==> config.mk <==
export PLATFORM = sky130hd
export DESIGN_NAME = cdb_broadcast_flat
export DESIGN_NICKNAME = d
export VERILOG_FILES = /design/src/rtl/cdb_broadcast_if.sv /design/src/rtl/cdb_broadcast.sv /design/src/flat_wrapper.sv
export SDC_FILE = /design/constraint.sdc
export NUM_CORES = 1
export LEC_CHECK = 0
export ABC_AREA = 1
export ABC_CLOCK_PERIOD_IN_PS = 4500
export BUFFER_PORTS_ARGS = -buffer_cell sky130_fd_sc_hd__buf_2
export CORE_ASPECT_RATIO = 0.7
export CORE_MARGIN = 4
export CORE_UTILIZATION = 49
export DETAILED_ROUTE_END_ITERATION = 6
export GPL_ROUTABILITY_DRIVEN = 0
export PLACE_DENSITY_LB_ADDON = 0.12
export SLEW_MARGIN = 40
export SYNTH_ARGS = -nofsm -noshare
export SYNTH_HDL_FRONTEND = slang
export SYNTH_SLANG_ARGS = --single-unit
==> constraint.sdc <==
create_clock -name clock -period 4.5 [get_ports clock]
set_input_delay 0.45 -clock clock [delete_from_list [all_inputs] [get_ports clock]]
set_output_delay 0.45 -clock clock [all_outputs]
set_load 0.01 [all_outputs]
==> src/rtl/cdb_broadcast_if.sv <==
// Purpose : FU-result / CDB-broadcast bundle between the execute stage and the CDB driver.
// Latency : none (wires only).
// Backpressure: fu_ready per FU; the CDB side has no backpressure because every consumer snoops.
// Ports   : fu_valid/fu_tag/fu_value (FU -> CDB), fu_ready (CDB -> FU),
//           cdb_packet {reg_tag, reg_value}, cdb_valid, cdb_src (CDB -> consumers).
interface cdb_broadcast_if #(
    parameter int NUM_FU = 4,
    parameter int TAG_W  = 5,
    parameter int XLEN   = 32
);
    localparam int SRC_W = (NUM_FU > 1) ? $clog2(NUM_FU) : 1;

    typedef struct packed {
        logic [TAG_W-1:0] reg_tag;
        logic [XLEN-1:0]  reg_value;
    } cdb_packet_t;

    logic [NUM_FU-1:0]             fu_valid;
    logic [NUM_FU-1:0][TAG_W-1:0]  fu_tag;
    logic [NUM_FU-1:0][XLEN-1:0]   fu_value;
    logic [NUM_FU-1:0]             fu_ready;

    cdb_packet_t                   cdb_packet;
    logic                          cdb_valid;
    logic [SRC_W-1:0]              cdb_src;

    // Execute-stage side: presents results, watches the bus.
    modport master (
        output fu_valid, fu_tag, fu_value,
        input  fu_ready, cdb_packet, cdb_valid, cdb_src
    );

    // CDB driver side.
    modport slave (
        input  fu_valid, fu_tag, fu_value,
        output fu_ready, cdb_packet, cdb_valid, cdb_src
    );
endinterface

==> src/rtl/cdb_broadcast.sv <==
// Purpose : Common Data Bus transmit end; one 1-entry hold buffer per FU, round-robin onto a registered CDB packet.
// Latency : FU handshake at edge t -> broadcast visible after edge t+1; one broadcast per cycle total.
// Backpressure: fu_ready[i] = ~hold_valid[i] | grant[i]; a full, ungranted buffer stalls its FU.
// Ports   : clock, reset (sync, active-high), squash (flush all held results),
//           bus (cdb_broadcast_if.slave: FU results in, fu_ready out, CDB packet/valid/src out).
module cdb_broadcast #(
    parameter int NUM_FU = 4,
    parameter int TAG_W  = 5,
    parameter int XLEN   = 32
) (
    input  logic                 clock,
    input  logic                 reset,
    input  logic                 squash,
    cdb_broadcast_if.slave       bus
);
    localparam int SRC_W = (NUM_FU > 1) ? $clog2(NUM_FU) : 1;

    logic [NUM_FU-1:0]            hold_valid;
    logic [NUM_FU-1:0][TAG_W-1:0] hold_tag;
    logic [NUM_FU-1:0][XLEN-1:0]  hold_value;

    logic [SRC_W-1:0]  rr_ptr;
    logic [NUM_FU-1:0] grant;
    logic [SRC_W-1:0]  win;
    logic              any_grant;

    logic [TAG_W-1:0]  pkt_tag_q;
    logic [XLEN-1:0]   pkt_value_q;
    logic              pkt_vld_q;
    logic [SRC_W-1:0]  pkt_src_q;

    // Round-robin scan starting at rr_ptr; the first held result wins.
    always_comb begin
        int               idx;
        logic [SRC_W-1:0] idx_c;
        grant     = '0;
        win       = '0;
        any_grant = 1'b0;
        idx       = 0;
        idx_c     = '0;
        for (int k = 0; k < NUM_FU; k++) begin
            idx = int'(rr_ptr) + k;
            if (idx >= NUM_FU) idx = idx - NUM_FU;
            idx_c = SRC_W'(idx);
            if (!any_grant && hold_valid[idx_c]) begin
                any_grant = 1'b1;
                win       = idx_c;
            end
        end
        if (any_grant) grant[win] = 1'b1;
    end

    // Ready depends only on state and grant, so a buffer being drained this
    // edge can be refilled on the same edge.
    assign bus.fu_ready   = ~hold_valid | grant;

    assign bus.cdb_packet = {pkt_tag_q, pkt_value_q};
    assign bus.cdb_valid  = pkt_vld_q;
    assign bus.cdb_src    = pkt_src_q;

    always_ff @(posedge clock) begin
        if (reset) begin
            hold_valid  <= '0;
            hold_tag    <= '0;
            hold_value  <= '0;
            rr_ptr      <= '0;
            pkt_vld_q   <= 1'b0;
            pkt_tag_q   <= '0;
            pkt_value_q <= '0;
            pkt_src_q   <= '0;
        end else if (squash) begin
            // Flush wins over both capture and broadcast; rr_ptr and cdb_src keep their value.
            hold_valid  <= '0;
            pkt_vld_q   <= 1'b0;
            pkt_tag_q   <= '0;
            pkt_value_q <= '0;
        end else begin
            if (any_grant) begin
                pkt_vld_q   <= 1'b1;
                pkt_tag_q   <= hold_tag[win];
                pkt_value_q <= hold_value[win];
                pkt_src_q   <= win;
                rr_ptr      <= (win == SRC_W'(NUM_FU - 1)) ? '0 : win + 1'b1;
            end else begin
                pkt_vld_q   <= 1'b0;
                pkt_tag_q   <= '0;
                pkt_value_q <= '0;
            end

            for (int i = 0; i < NUM_FU; i++) begin
                if (grant[i]) hold_valid[i] <= 1'b0;
                // A tag-0 result is handshaken but never stored; if it lands on a
                // granted slot the clear above still takes effect.
                if (bus.fu_valid[i] && bus.fu_ready[i] && (bus.fu_tag[i] != '0)) begin
                    hold_valid[i] <= 1'b1;
                    hold_tag[i]   <= bus.fu_tag[i];
                    hold_value[i] <= bus.fu_value[i];
                end
            end
        end
    end
endmodule

==> src/flat_wrapper.sv <==
// flat-port wrapper written by rule: the top's interface ports become plain ports
module cdb_broadcast_flat 
#(
    parameter int NUM_FU = 4,
    parameter int TAG_W  = 5,
    parameter int XLEN   = 32
)
  (clock, reset, squash, bus_fu_valid, bus_fu_tag, bus_fu_value, bus_fu_ready, bus_cdb_packet, bus_cdb_valid, bus_cdb_src);
  cdb_broadcast_if #(.NUM_FU(NUM_FU), .TAG_W(TAG_W), .XLEN(XLEN)) bus_i ();
  input  logic clock;
  input  logic reset;
  input  logic squash;
  input wire logic [$bits(bus_i.fu_valid)-1:0] bus_fu_valid;
  input wire logic [$bits(bus_i.fu_tag)-1:0] bus_fu_tag;
  input wire logic [$bits(bus_i.fu_value)-1:0] bus_fu_value;
  output wire logic [$bits(bus_i.fu_ready)-1:0] bus_fu_ready;
  output wire logic [$bits(bus_i.cdb_packet)-1:0] bus_cdb_packet;
  output wire logic [$bits(bus_i.cdb_valid)-1:0] bus_cdb_valid;
  output wire logic [$bits(bus_i.cdb_src)-1:0] bus_cdb_src;
  assign bus_i.fu_valid = bus_fu_valid;
  assign bus_i.fu_tag = bus_fu_tag;
  assign bus_i.fu_value = bus_fu_value;
  assign bus_fu_ready = bus_i.fu_ready;
  assign bus_cdb_packet = bus_i.cdb_packet;
  assign bus_cdb_valid = bus_i.cdb_valid;
  assign bus_cdb_src = bus_i.cdb_src;
  cdb_broadcast #(.NUM_FU(NUM_FU), .TAG_W(TAG_W), .XLEN(XLEN)) u_core (.clock(clock), .reset(reset), .squash(squash), .bus(bus_i));
endmodule
# ---- Yosys cells after proc, flatten, opt, wreduce, memory -nomap -nowiden
# Index checks and enable logic that the tools add are counted.
dict set report totals {
  out_inout_bits 44
  wordCells 107
  ff_bits 194
}
dict set report op_classes {
  n_eq_ne 1
  add_sub_neg 8
  n_reduce_logical 30
  n_mux 37
  bitwise_logic 4
  order_cmp 10
}
# operator count
set ops {}
lappend ops {{32-bit binary-select mux with 2-bit select} 1}
lappend ops {{32-bit 2-to-1 mux} 1}
lappend ops {{5-bit nonzero test} 4}
lappend ops {{1-bit 2-to-1 mux} 18}
lappend ops {{2-bit 2-to-1 mux} 9}
lappend ops {{2-bit by 3-bit < comparator with 1-bit output (second input constant)} 5}
lappend ops {{1-bit logical AND} 12}
lappend ops {{5-bit binary-select mux with 2-bit select} 1}
lappend ops {{2-bit AND reduction} 5}
lappend ops {{3-bit >= comparator (second input constant)} 3}
lappend ops {{1-bit binary-select mux with 2-bit select} 4}
lappend ops {{2-bit nonzero test} 4}
lappend ops {{2-bit by 1-bit subtractor with 2-bit output (second input constant)} 4}
lappend ops {{2-bit by 2-bit adder with 3-bit output (second input constant)} 2}
lappend ops {{5-bit 2-to-1 mux} 1}
lappend ops {{4-bit 2-to-1 mux} 1}
lappend ops {{4-bit inverter} 1}
lappend ops {{4-bit bitwise OR} 1}
lappend ops {{2-bit by 1-bit adder with 3-bit output (second input constant)} 1}
lappend ops {{2-bit by 3-bit >= comparator with 1-bit output (second input constant)} 1}
lappend ops {{1-bit zero test} 3}
lappend ops {{3-bit OR reduction} 1}
lappend ops {{2-bit by 1-bit adder with 2-bit output (second input constant)} 1}
lappend ops {{1-bit demux with 2-bit select} 1}
lappend ops {{4 further kinds} 5}

# ---- Longest topological paths before layout
# Gate-level depths: netlist of run 1.
dict set report depth {
  word_depth 23
  mapped_depth 18
  ltp_nobuf 17
}

# ---- Worst setup path before layout of run 1
# No wires, ideal clock.
dict set report synth_path {
  path_type {reg-to-output}
  from {register u_core.rr_ptr[0]}
  to {output bus_fu_ready[0]}
  path_buffers 3
  path_stages_with_launch 12
  t_arrival_ps 1662
  required_time_ps 4050
  slack_ps 2388
  cell_sequence {dfxtp_1 > buf_4 > nand2_1 > nand3_1 > inv_1 > a31oi_1 > nand2_1 > nor2_2 > nand4_1 > nand2_1 > buf_2 > buf_2}
}
dict set report synth_between {
  elab_chain_cells 20
  word_cells_on_any_way 44
}
# item line_no
set synth_rtl {}
lappend synth_rtl {{start, declared} cdb_broadcast.sv:22} ;# logic [SRC_W-1:0] rr_ptr;
lappend synth_rtl {{start signal, assigned} cdb_broadcast.sv:83} ;# rr_ptr <= (win == SRC_W'(NUM_FU - 1)) ? '0 : win + 1'b1;
lappend synth_rtl {{parallel branches: the longest is 18 deep, another holds 2-bit by 1-bit adder with 3-bit output} n/a}
lappend synth_rtl {{4-bit 2-to-1 mux *} cdb_broadcast.sv:50} ;# if (any_grant) grant[win] = 1'b1;
lappend synth_rtl {{4-bit bitwise OR *} cdb_broadcast.sv:55} ;# assign bus.fu_ready = ~hold_valid | grant;
lappend synth_rtl {{end, declared} flat_wrapper.sv:16} ;# output wire logic [$bits(bus_i.fu_ready)-1:0] bus_fu_ready;
# Every way passes the cells marked *. The select of a mux whose other input is x is not followed.

# ---- Worst setup path in the final report of run 1
dict set report layout_path {
  from {register u_core.rr_ptr[0]}
  to {output bus_fu_ready[2]}
}
# Same word-level chain as after synthesis.

==> results.sh, run 1 <==
export IMPL_outcome="completed"
export IMPL_layout_drive_gt1_share_pct=20.6
export IMPL_endpoint_kind_of_the_worst_setup_timing_path="output pin"
export IMPL_post_drt_wl_per_cell_um=16.0
export IMPL_met3RoutedLength_um=1800
export IMPL_routed_wirelength_um=24400
export IMPL_fp_dieArea_um2=19100
export IMPL_die_x_um=163
export IMPL_grt_max_degree=94
export IMPL_clock_sink_count=194
export IMPL_mapped_cell_area_um2=8270
export IMPL_cts_tree="yes"
export IMPL_initial_core_util_pct=50.3
export IMPL_wire_length_of_the_first_global_routing_pass_um=38700
export IMPL_power_switching_fraction_pct=41.6
export IMPL_syn_nets=1294
export IMPL_rsz0062_at_grt="no"
export IMPL_cp_required_ps=4050
export IMPL_powerDensity_nw_per_um2=601
export IMPL_antenna_found_initial=0
export IMPL_dr_pass1_iters=5
export IMPL_finalMaxSlewViolations=0
export IMPL_worst_hold_startpoint="bus_fu_value[47]"
export IMPL_timing_rr_start="u_core.rr_ptr[0]"
export IMPL_cts_made_buffers=17
export IMPL_final_setup_viol_count=0
export IMPL_yosys_register_bits=194
export IMPL_cts_hold_buffers=0
export IMPL_ys_warn_count=0
export IMPL_critical_path_peak_fanout=43
export IMPL_max_clock_freq_mhz=280
export IMPL_post_synth_cell_area_avg_um2=7.26
export IMPL_finalWorstPathRequiredPeriod_ps=3570
export IMPL_yosysSeqAreaShare_pct=47.0
export IMPL_maxCapViolCount=0
export IMPL_part_of_the_power_in_combinational_logic_pct=40.0
export IMPL_global_route_overflow_total=0
export IMPL_topRoutingLayerUsed="met4"
export IMPL_final_min_period_over_clock_period_pct=79.3
export IMPL_count_of_placed_standard_cells_including_taps=1495
export IMPL_hpwlAfterDp_um=15900
export IMPL_max_vdd_ir_drop_mv=0.386
export IMPL_cts_repair_resize_count=0
export IMPL_place_port_buffers=198
export IMPL_wirelength_met1_um=11800
export IMPL_worst_setup_path_startpoint="u_core.rr_ptr[0]"
export IMPL_whs_ps=261
export IMPL_initialDrtViolationCount=608
export IMPL_clk_transition_reported_paths_ps=70
export IMPL_p_int_mw=3.48
export IMPL_report_final_hold_viol_count=0
export IMPL_io_pins=199
export IMPL_cts_root_to_sink_buffers=2
export IMPL_detailroute_via_count=8015
export IMPL_die_h_um=117
export IMPL_avgViaCountPerCell=5.25
export IMPL_startpoint_type="register"
export IMPL_finalNetCount=1444
export IMPL_met2RoutedLength_um=10400
export IMPL_area_growth_syn_to_layout_pct=19.9
export IMPL_htree_levels=4
export IMPL_timing_max_slew_rel_slack_pct=45.9
export IMPL_final_setup_tns_ps=0
export IMPL_fin_worst_skew_ps=12.2
export IMPL_cts_setup_buffers=0
export IMPL_synthCells=1139
export IMPL_synth_lib_cells_used_distinct=29
export IMPL_core_um2=16400
export IMPL_cp_data_arrival_time_ps=3120
export IMPL_timing_hold_worst_class="input pin to register"
export IMPL_seq_power_share_pct=33.9
export IMPL_route_detailed_drc=0
export IMPL_net_sw_power_mw=2.48
export IMPL_total_leakage_power_nw=4.48
export IMPL_power_frac_clock_pct=26.1
export IMPL_drtAntennaViolNets=0
export IMPL_setup_worst_path_class="register to output pin"
export IMPL_clock_insertion_delay_worst_skew_ps=430
export IMPL_first_global_vias=7405
export IMPL_slew_at_the_pin_closest_to_its_max_slew_limit_ps=812
export IMPL_globalRouteTotalUtil_pct=25.8
export IMPL_stdcell_count=1528
export IMPL_cts_root_buf="sky130_fd_sc_hd__clkbuf_16"
export IMPL_placement_rows=39
layout by cell type (no fill, tap or decap), types with 17 or more instances in the layout:
cell,synthesis,final
sky130_fd_sc_hd__nor2_1,266,264
sky130_fd_sc_hd__nand3b_1,68,68
sky130_fd_sc_hd__and2_1,36,36
sky130_fd_sc_hd__o21ai_0,67,67
sky130_fd_sc_hd__buf_2,17,198
sky130_fd_sc_hd__clkbuf_16,0,17
sky130_fd_sc_hd__nand3_1,49,48
sky130_fd_sc_hd__inv_1,19,18
sky130_fd_sc_hd__nand2_1,245,241
sky130_fd_sc_hd__dfxtp_1,194,194
sky130_fd_sc_hd__a21oi_1,45,45
sky130_fd_sc_hd__nand4_1,38,38
logic make-up after synthesis:
logic type / share of synthesized area, %
buffers and inverters: 6.10
AND/OR/NAND/NOR: 39.0
AO/OA/AOI/OAI: 7.94
flip-flops: 47.0
Yosys cell counts (all sizes together):
cell type | instances | area, µm²
a31oi | 1 | 6.26
o21a | 1 | 7.51
clkbuf | 45 | 174
o21ai | 75 | 375
o211ai | 1 | 7.51
nand3 | 50 | 255
o41ai | 4 | 35.0
a21oi | 45 | 225
nand2 | 250 | 956
and2 | 36 | 225
nand4 | 38 | 238
inv | 25 | 98.8
dfxtp | 194 | 3880
buf | 34 | 231
nand3b | 68 | 510
nor2 | 270 | 1030
or2 | 2 | 12.5
metal layers:
metal / global-route usage [%] / up-vias
met5: 0 / -
met4: 8.21 / 0
met3: 5.01 / 32
met2: 38.4 / 287
met1: 38.0 / 3714
li1: - / 3982
final cells by class:
cell class | count | area (µm²)
fillers | 1602 | 6530
multi-input cells | 841 | 3920
flip-flops and latches | 194 | 3880
repair buffers | 210 | 1130
clock buffers | 19 | 443
well taps | 225 | 282
clock inverters | 13 | 158
inverters | 25 | 104
diodes | 1 | 2.50
path summary, 6_finish.rpt:
kind,cells past startpoint,slack [ps],end
max,13,930,bus_fu_ready[2]
min,3,260,u_core.hold_value[47]
max reg2reg,14,1120,u_core.hold_value[87]
min reg2reg,2,470,u_core.bus.cdb_src[0]
critical path: stages (launching register included):
cell and delay (ps):
sky130_fd_sc_hd__dfxtp_1 560, sky130_fd_sc_hd__inv_2 140, sky130_fd_sc_hd__nand2_1 80, sky130_fd_sc_hd__nand2_1 90, sky130_fd_sc_hd__nand2_1 120, sky130_fd_sc_hd__inv_2 40
sky130_fd_sc_hd__nor2_1 120, sky130_fd_sc_hd__nand3_2 120, sky130_fd_sc_hd__nand2_2 110, sky130_fd_sc_hd__nand2_4 340, sky130_fd_sc_hd__nor2_4 210, sky130_fd_sc_hd__inv_1 110
sky130_fd_sc_hd__nand2_2 380, sky130_fd_sc_hd__buf_2 250
through the flow:
| step | setup slack [ps] | total power, mW | instance area [µm²] | utilization, % |
|---|---|---|---|---|
| floorplan | 2390 | 3.64 | 8270 | - |
| global placement | 1190 | 4.29 | 9250 | 56.3 |
| detailed placement | 1080 | 4.42 | 9310 | 56.6 |
| CTS | 983 | 5.97 | 9910 | 60.3 |
| global route | 696 | 6.33 | 9920 | 60.3 |
| finish | 933 | 5.96 | 9920 | 60.3 |
flip-flops by register name, summed over array words and instances, names as in the netlist:
name,flops
u_core.hold_valid,4
u_core.pkt_tag_q,5
u_core.bus.cdb_src,2
u_core.rr_ptr,2
u_core.pkt_value_q,32
u_core.bus.cdb_valid,1
u_core.hold_tag,20
u_core.hold_value,128
power by group through the flow:
stage / Combinational [mW] / Sequential [mW] / Clock (mW)
finish: 2.38 / 2.02 / 1.56
global route: 2.64 / 2.04 / 1.65
CTS: 2.37 / 2.02 / 1.58
detailed placement: 2.37 / 2.06 / 0
global placement: 2.24 / 2.05 / 0
floorplan: 1.58 / 2.06 / 0
Power figures use the tool's default switching activity.
==> run 2, diff against run 1 <==
Settings changed: ABC_AREA 1 to 0, ABC_CLOCK_PERIOD_IN_PS 4500 to 3270, CORE_UTILIZATION 49 to 48.
Clock period 4.5 ns to 3.27 ns, I/O delays scaled along.
==> run 2 against run 1 <==
Register-to-register slack got worse by 270 ps; final cell count decreased by 22%; power decreased by 11%; clock power increased by 51%; utilization increased by 0.061 points; critical endpoint is now u_core.hold_value[97]; largest cell class is now flip-flops and latches; largest power group is now sequential cells.
==> results.sh, run 2 <==
export IMPL_outcome="completed"
export IMPL_clock_sink_count=194
export IMPL_max_stage_delay_ps=520
export IMPL_synth_lib_cells_used_distinct=40
export IMPL_drtAntennaViolNets=0
export IMPL_powerDensity_nw_per_um2=565
export IMPL_wirelength_met1_um=10200
export IMPL_cts_root_buf="sky130_fd_sc_hd__clkbuf_16"
export IMPL_layout_common_cells="sky130_fd_sc_hd__buf_2, sky130_fd_sc_hd__dfxtp_1, sky130_fd_sc_hd__nand2_1"
export IMPL_globalRouteTotalUtil_pct=22.6
export IMPL_cts_repair_resize_count=0
export IMPL_startpoint_type="register"
export IMPL_synthMostInstantiatedCell="sky130_fd_sc_hd__dfxtp_1"
export IMPL_register_area_um2=3880
export IMPL_worst_hold_startpoint="bus_fu_value[86]"
export IMPL_r2r_slack_ps=850
export IMPL_synthDominantAreaCellType="sky130_fd_sc_hd__dfxtp_1"
export IMPL_post_drt_wl_per_cell_um=17.3
export IMPL_placement_rows=38
export IMPL_endpoint_kind_of_the_worst_setup_timing_path="register"
export IMPL_cts_made_buffers=17
export IMPL_initial_core_util_pct=49.5
export IMPL_timing_critical_path_slowest_stage_cell="sky130_fd_sc_hd__a211oi_4"
export IMPL_fp_dieArea_um2=18300
export IMPL_yosysSeqAreaShare_pct=50.2
export IMPL_met2RoutedLength_um=8740
export IMPL_rr_endpoint="u_core.hold_value[97]"
export IMPL_setup_worst_path_class="register to register"
export IMPL_crit_path_cell_trace="o21bai_1 -> o21ai_1 -> a211oi_4 -> buf_4 -> buf_4 -> mux2i_1"
export IMPL_finalNetCount=1137
export IMPL_cp_required_ps=3630
export IMPL_mapped_cell_area_um2=7740
export IMPL_largest_reg_flops=128
export IMPL_final_setup_tns_ps=0
export IMPL_maxCapViolCount=0
export IMPL_slew_at_the_pin_closest_to_its_max_slew_limit_ps=652
export IMPL_worstRegToRegCells=6
export IMPL_cts_root_to_sink_buffers=2
export IMPL_whs_ps=129
export IMPL_post_synth_cell_area_avg_um2=9.54
export IMPL_syn_nets=967
export IMPL_multi_input_comb_area_um2=3500
export IMPL_finalWorstPathRequiredPeriod_ps=2420
export IMPL_yosys_register_bits=194
export IMPL_grt_max_degree=144
export IMPL_core_um2=15600
export IMPL_fin_worst_skew_ps=6.10
export IMPL_max_vdd_ir_drop_mv=0.331
export IMPL_final_min_period_over_clock_period_pct=74.1
export IMPL_synthTopCellsByArea="sky130_fd_sc_hd__dfxtp_1, sky130_fd_sc_hd__mux2i_1, sky130_fd_sc_hd__nand2_1"
export IMPL_final_fill_count=1374
export IMPL_topRoutingLayerUsed="met5"
export IMPL_place_port_buffers=198
export IMPL_cts_hold_buffers=0
export IMPL_cts_tree="yes"
export IMPL_final_setup_viol_count=0
export IMPL_synth_top_cell_area_share_pct=50.2
export IMPL_clk_transition_reported_paths_ps=70
export IMPL_wire_length_of_the_first_global_routing_pass_um=32900
export IMPL_cp_num_buf_inv=2
export IMPL_whs_endpoint="u_core.hold_value[86]"
export IMPL_critical_path_peak_fanout=24
export IMPL_io_pins=199
export IMPL_die_h_um=114
export IMPL_ys_flop_type="sky130_fd_sc_hd__dfxtp_1"
export IMPL_number_of_flops_mapped_to_enable_cells_by_yosys=0
export IMPL_hpwlAfterDp_um=13300
export IMPL_holdPathStages=3
export IMPL_antenna_found_initial=3
export IMPL_area_growth_syn_to_layout_pct=22.0
export IMPL_met3RoutedLength_um=1470
export IMPL_report_final_hold_viol_count=0
export IMPL_clock_insertion_delay_worst_skew_ps=430
export IMPL_detailroute_via_count=6351
export IMPL_mostFrequentLayoutCell="sky130_fd_sc_hd__buf_2"
export IMPL_route_detailed_drc=0
export IMPL_max_clock_freq_mhz=413
export IMPL_synth_async_sr_flop_share_pct=0
export IMPL_critical_path_top_delay_family="compound AO/OA/AOI/OAI gates"
export IMPL_finalMaxSlewViolations=0
export IMPL_netlist_top_cells_count="sky130_fd_sc_hd__dfxtp_1, sky130_fd_sc_hd__nand2_1, sky130_fd_sc_hd__a21oi_1, sky130_fd_sc_hd__nand2b_1, sky130_fd_sc_hd__mux2i_1"
export IMPL_timing_hold_worst_class="input pin to register"
export IMPL_layout_drive_gt1_share_pct=26.6
export IMPL_cp_data_arrival_time_ps=2780
export IMPL_routed_wirelength_um=20600
export IMPL_critical_path_top_cell_by_count="sky130_fd_sc_hd__buf_4"
export IMPL_timing_rr_start="u_core.rr_ptr[0]"
export IMPL_ys_warn_count=0
export IMPL_die_x_um=160
export IMPL_avgViaCountPerCell=5.31
export IMPL_timing_max_slew_rel_slack_pct=56.4
export IMPL_htree_levels=4
export IMPL_largest_registers="u_core.hold_value x128, u_core.pkt_value_q x32, u_core.hold_tag x20"
export IMPL_initialDrtViolationCount=473
export IMPL_largest_register="u_core.hold_value"
export IMPL_global_route_overflow_total=0
export IMPL_rsz0062_at_grt="no"
export IMPL_dr_pass1_iters=5
export IMPL_synthCells=812
export IMPL_cts_setup_buffers=0
export IMPL_total_leakage_power_nw=3.94
export IMPL_first_global_vias=6216
-- run 2: kinds of logic after synthesis --
| logic type | after synthesis | share of synthesized area [%] |
|---|---|---|
| AO/OA/AOI/OAI | 180 | 17.1 |
| buffers and inverters | 64 | 5.16 |
| flip-flops | 194 | 50.2 |
| multiplexers | 74 | 9.57 |
| AND/OR/NAND/NOR | 300 | 18.0 |
-- run 2: power breakdown --
group | total, mW | leakage [nW] | switching (mW) | internal, mW
combinational | 0.468 | 2.03 | 0.259 | 0.209
sequential | 2.52 | 1.58 | 0.0585 | 2.46
clock | 2.35 | 0.323 | 0.963 | 1.38
-- run 2: metal layers --
| layer | vias to the layer above | track usage (%) |
|---|---|---|
| met4 | 4 | 6.59 |
| met1 | 2942 | 32.7 |
| met5 | - | 0 |
| met2 | 244 | 33.0 |
| met3 | 19 | 6.19 |
| li1 | 3142 | - |
-- run 2: how the worst max path moves through the flow --
stage                          from                      to  slack [ps]  depth (start not counted)
2_1_floorplan  u_core.hold_valid[0]   u_core.hold_value[84]        1490                          8
3_3_place_gp       u_core.rr_ptr[0]     u_core.hold_tag[19]         740                          5
3_5_place_dp         bus_fu_tag[15]   u_core.hold_value[97]         790                          7
4_1_cts            u_core.rr_ptr[0]  u_core.hold_value[109]         850                          6
5_1_grt            u_core.rr_ptr[0]  u_core.hold_value[107]         660                          6
6_report           u_core.rr_ptr[0]   u_core.hold_value[97]         850                          6
-- run 2: stage by stage --
stage / utilization [%] / total power [mW] / worst slack [ps] / cells / area, µm²
2_1_floorplan: - / 2.86 / 1490 / 812 / 7740
3_3_place_gp: 56.1 / 3.04 / 739 / 1162 / 8770
3_5_place_dp: 56.1 / 3.04 / 793 / 1163 / 8780
4_1_cts: 60.4 / 5.37 / 853 / 1195 / 9440
5_1_grt: 60.4 / 5.54 / 662 / 1196 / 9450
6_report: 60.4 / 5.34 / 847 / 1196 / 9450
-- run 2: cell type report --
type	instances	share of cell area (%)
flip-flops and latches	194	41.1
multi-input cells	554	37.1
repair buffers	213	12.0
clock buffers	17	4.50
well taps	200	2.65
clock inverters	15	2.56
inverters	2	0.0795
diodes	1	0.0265
-- run 2: worst reg2reg max path: cells and delay by family, from the launching register on --
| family | cells | cell delay [ps] |
|---|---|---|
| buffers and inverters | 2 | 740 |
| AOI/OAI and AO/OA | 3 | 850 |
| DFF | 1 | 510 |
| muxes | 1 | 260 |
